==> src/rtl/dmem_arbiter.sv <==
`default_nettype none
// ============================================================================
// Module      : dmem_arbiter
// Description : Two-master arbiter for the single-port data memory. Each
//               granted access runs IDLE -> ISSUE -> RESP: the owner's
//               address/data/we are presented to the RAM in ISSUE, and the
//               owner is acked with the RAM read data in RESP (one-cycle RAM
//               read latency). Master 0 has fixed priority.
//
//               Optional build macro: DMEM_ARB_STARVE_EN
//                 defined   - a saturating counter tracks consecutive master 0
//                             wins while master 1 waits; at STARVE_LIMIT
//                             master 1 is forced through.
//                 undefined - pure fixed priority, no counter.
//
// Ports       : clk, rst               clock, synchronous active-high reset
//               m0_* / m1_*            req/we/addr/wdata in, ack/rdata out
//               ram_addr/ram_we/ram_din  to the RAM (zero outside ISSUE)
//               ram_dout               RAM read data (one cycle after address)
//               busy                   arbiter not idle
//               owner                  master currently/last granted
// Revision    : 1.0 - initial release
// ============================================================================
module dmem_arbiter #(
  parameter int ADDR_W       = 10,
  parameter int DATA_W       = 32,
  parameter int STARVE_LIMIT = 4
) (
  input  logic              clk,
  input  logic              rst,
  // master 0
  input  logic              m0_req,
  input  logic              m0_we,
  input  logic [ADDR_W-1:0] m0_addr,
  input  logic [DATA_W-1:0] m0_wdata,
  output logic              m0_ack,
  output logic [DATA_W-1:0] m0_rdata,
  // master 1
  input  logic              m1_req,
  input  logic              m1_we,
  input  logic [ADDR_W-1:0] m1_addr,
  input  logic [DATA_W-1:0] m1_wdata,
  output logic              m1_ack,
  output logic [DATA_W-1:0] m1_rdata,
  // RAM side
  output logic [ADDR_W-1:0] ram_addr,
  output logic              ram_we,
  output logic [DATA_W-1:0] ram_din,
  input  logic [DATA_W-1:0] ram_dout,
  // status
  output logic              busy,
  output logic              owner
);

  typedef enum logic [1:0] {
    S_IDLE  = 2'd0,
    S_ISSUE = 2'd1,
    S_RESP  = 2'd2
  } state_t;

  state_t state_q;
  logic   owner_q;
  logic   owner_d;     // winner of the arbitration evaluated this cycle
  logic   w_force_m1;  // anti-starvation override
  logic   w_issue;
  logic   w_resp;

`ifdef DMEM_ARB_STARVE_EN
  localparam int               CNT_W   = $clog2(STARVE_LIMIT + 1);
  localparam logic [CNT_W-1:0] c_limit = CNT_W'(STARVE_LIMIT);

  logic [CNT_W-1:0] starve_cnt_q;

  assign w_force_m1 = m0_req & m1_req & (starve_cnt_q == c_limit);
`else
  logic w_unused_starve_limit;

  assign w_force_m1            = 1'b0;
  assign w_unused_starve_limit = (STARVE_LIMIT > 0);
`endif

  // Master 1 wins when forced or when master 0 is not requesting. The value
  // is only latched when at least one request is present.
  assign owner_d = w_force_m1 | (~m0_req & m1_req);

  always_ff @(posedge clk) begin
    if (rst) begin
      state_q      <= S_IDLE;
      owner_q      <= 1'b0;
`ifdef DMEM_ARB_STARVE_EN
      starve_cnt_q <= '0;
`endif
    end else begin
      case (state_q)
        S_IDLE: begin
          if (m0_req | m1_req) begin
            owner_q <= owner_d;
            state_q <= S_ISSUE;
          end
`ifdef DMEM_ARB_STARVE_EN
          // Count only m0 wins that made a waiting m1 lose; any m1 win or
          // an arbitration without m1 pending restarts the count.
          if (!m1_req || owner_d) begin
            starve_cnt_q <= '0;
          end else if (starve_cnt_q != c_limit) begin
            starve_cnt_q <= starve_cnt_q + CNT_W'(1);
          end
`endif
        end
        S_ISSUE: begin
          state_q <= S_RESP;
        end
        default: begin
          state_q <= S_IDLE;
        end
      endcase
    end
  end

  assign w_issue = (state_q == S_ISSUE);
  assign w_resp  = (state_q == S_RESP);

  // RAM bus is only driven in ISSUE. The write enable also looks at rst so a
  // reset landing in the ISSUE cycle cannot commit a write.
  assign ram_addr = w_issue ? (owner_q ? m1_addr  : m0_addr)  : '0;
  assign ram_din  = w_issue ? (owner_q ? m1_wdata : m0_wdata) : '0;
  assign ram_we   = w_issue & (owner_q ? m1_we : m0_we) & ~rst;

  // A reset in the RESP cycle swallows the ack.
  assign m0_ack   = w_resp & ~owner_q & ~rst;
  assign m1_ack   = w_resp &  owner_q & ~rst;
  assign m0_rdata = (w_resp & ~owner_q) ? ram_dout : '0;
  assign m1_rdata = (w_resp &  owner_q) ? ram_dout : '0;

  assign busy  = (state_q != S_IDLE);
  assign owner = owner_q;

endmodule
`default_nettype wire

==> config.mk <==
export PLATFORM = sky130hd
export DESIGN_NAME = dmem_arbiter
export DESIGN_NICKNAME = d
export VERILOG_FILES = /design/src/rtl/dmem_arbiter.sv
export SDC_FILE = /design/constraint.sdc
export NUM_CORES = 1
export LEC_CHECK = 0
export CORE_AREA = 2 2 90 92
export DETAILED_ROUTE_END_ITERATION = 10
export DIE_AREA = 0 0 92 94
export GPL_TIMING_DRIVEN = 0
export PLACE_DENSITY_LB_ADDON = 0.08
export SYNTH_ARGS = -nofsm -noshare
export SYNTH_HDL_FRONTEND = slang
export SYNTH_SLANG_ARGS = --single-unit
==> constraint.sdc <==
create_clock -name clk -period 2.46 [get_ports clk]
set_input_delay 0.492 -clock clk [delete_from_list [all_inputs] [get_ports clk]]
set_output_delay 0.492 -clock clk [all_outputs]
set_load 0.01 [all_outputs]
==> run summary <==
outcome: finished clean
layout cells sized above 1: 5.05%
initial antenna violation count: 0
Slew Limit Fails: 0
met3 Track Usage GR: 5.46%
final setup fails: 0
setup TNS: 0 ns
critical path launch point: owner
Finished Layout Cells: 557
clock tree sinks: 3
Crit-path slowest cell: clkdlybuf4s50_1
Initial Utilization: 17.0%
crit path cell chain: buf_4 -> nand2b_1 -> buf_2 -> buf_2 -> nor2_1 -> clkdlybuf4s50_1
met1 Usage GRT: 15.7%
Slew HR: 79.2%
Die Area: 8650 um2
Util after Layout: 49.9%
GRT busiest layer: met2
GRT Overall Usage: 15.2%
Critical Path Max Stage Delay: 0.56 ns
most frequent cell after synthesis: nor2_1
core area: 7610 um2
Clock Skews: 0.00170 ns
EDFF count, synth: 0
met2 usage: 29.7%
drt pass-1 iters: 4
CTS Hold Buffers Added: 0
port bufs: 232
largest net degree at the start of global routing: 11
Area Growth Syn to Fin: 193%
Synth cell types: 13
Worst path most repeated cell: buf_2
period utilization: 95.0%
CTS tree: yes
CP Max Fanout: 10
CP Depth: 6
Worst-Margin Slew: 0.311 ns
Syn Area/Cell: 5.91 um2
Hold Fails Final Rpt: 0
post-synth top area share: 33.2%
Setup Buffers After CTS: 0
cell count after synthesis: 219
delay-heaviest family, CP: buffers and inverters
first-pass GRT wire length: 10600 um
CP Buf/Inv Count: 4
Placed Cells incl. Taps: 553
Cell Pwr Density: 212 nW/um2
Worst Hold Class: reg -> reg
Synth area leader: mux2i_1
placer congestion estimate: 0.783
CTS max path bufs: 2
H-Tree Depth: 1
synth top area cells: mux2i_1 33%, nor2_1 32%, nand2b_1 16%, buf_2 4.6%, dfxtp_1 4.6%
number of global-route vias before repair: 2230
CP Class: reg -> out
Via density: 4.06
CP endpoint: m0_rdata[1]
wire per inst: 12.5 um
ys flop type: dfxtp_1
worst skew pair latency: 0.21 ns
IO Count: 233
Vias: 2261
Final #Nets: 578
total grt overflow: 0
R2R Path Start: state_q[0]
n_diodes: 0
Clk pin slew, worst setup/hold paths: 0.03 ns
Critical Path Start Type: flip-flop
post-DP HPWL: 6050 um
Post-DRT Antenna Nets: 0
syn_nets: 341
clock root cell: clkbuf_8
TritonCTS Buffers: 3
RSZ-0062 raised after global routing: no
ys async rst share: 0%
Die Y: 94 um
r2r endpoint: state_q[1]
DRC Markers: 0
Routed WL: 6940 um
Worst setup EP type: output pin
Leak: 1.41 nW
register area share after synthesis: 4.64%
commonest cells in the netlist: 109 x nor2_1, 43 x mux2i_1, 34 x nand2b_1
die width: 92 um
YS warnings: 0
drt initial violations: 85
Row Count: 32
flops & latches, synth: 3
Max Cap Viol: 0
Mapped Area: 1290 um2
CP arrival: 1.84 ns
Crit path required time: 1.97 ns
register-to-register setup slack: 1.39 ns
fin crit period: 2.34 ns
f_max: 428 MHz
r2r worst-path depth: 5
Fin Hold WS: 0.611 ns
VDD IR max: 0.0976 mV
-- registers in the layout, indices dropped and copies added (netlist names) --
register / count
state_q: 2
owner: 1
-- placed cells by master, fill, tap and decap left out --
cell             Yosys  final
buf_2               12     12
dlymetal6s2s_1       0      1
nor2_1             109    109
nand2_1              1      1
clkbuf_1             2      3
a221oi_2             1      1
nor3_1               4      4
buf_4                5      5
mux2i_1             43     43
inv_1                2      2
buf_6                2      2
nand2b_1            34     34
clkdlybuf4s50_1      0    231
clkbuf_8             0      3
dfxtp_1              3      3
or3b_1               1      1
-- final cells by class --
cell class	instances	area (um2)
Sequential cell	3	60.1
Inverter	2	7.51
Fill cell	732	3810
Timing Repair Buffer	232	2320
Buffer	21	128
Clock buffer	4	45.0
Multi-Input combinational cell	193	1100
Tap cell	102	128
-- cell families after synthesis --
kind of cell / Yosys count / synth area share (%)
mux: 43 / 33.2
simple gates: 149 / 50.5
compound gates: 1 / 1.16
flops: 3 / 4.64
buf+inv: 23 / 10.4
-- worst min-delay path: stages (launching register included) --
cell,delay [ns]
dfxtp_1,0.36
or3b_1,0.14
a221oi_2,0.05
-- worst min-delay path by stage --
stage / from / end / cells past startpoint / slack (ns)
floorplan: rst / owner / 1 / 0.56
global placement: state_q[1] / owner / 2 / 0.61
detailed placement: state_q[1] / owner / 2 / 0.60
CTS: state_q[1] / owner / 2 / 0.61
global route: state_q[1] / owner / 2 / 0.64
finish: state_q[1] / owner / 2 / 0.61
-- report_power, final --
group | total [W] | switching [W] | internal, W
Clock | 0.000140 | 0.0000296 | 0.000110
Sequential | 0.0000550 | 0.00000211 | 0.0000529
Combinational | 0.000609 | 0.000223 | 0.000386
Total | 0.000803 | 0.000254 | 0.000549
-- layer usage --
| metal | part of all wire [%] | up-vias |
|---|---|---|
| li1 | - | 1168 |
| met1 | 35 | 951 |
| met2 | 54 | 138 |
| met3 | 11 | 4 |
| met4 | 0.63 | 0 |
| met5 | 0 | - |
-- repair_timing --
item / in CTS / in global routing
resized for setup: 0 / 1
endpoints found under the setup margin: 0 / 1
endpoints found under the hold margin: 0 / 0
-- metrics by stage --
stage | total power (W) | setup slack, ns | area (um2)
6_report | 0.000803 | 0.124 | 3790
3_5_place_dp | 0.000672 | 0.117 | 3740
2_1_floorplan | 0.000303 | 0.885 | 1290
4_1_cts | 0.000819 | 0.0820 | 3790
3_3_place_gp | 0.000669 | 0.104 | 3740
5_1_grt | 0.000870 | 0.00958 | 3790
(Power assumes the default switching activity.)
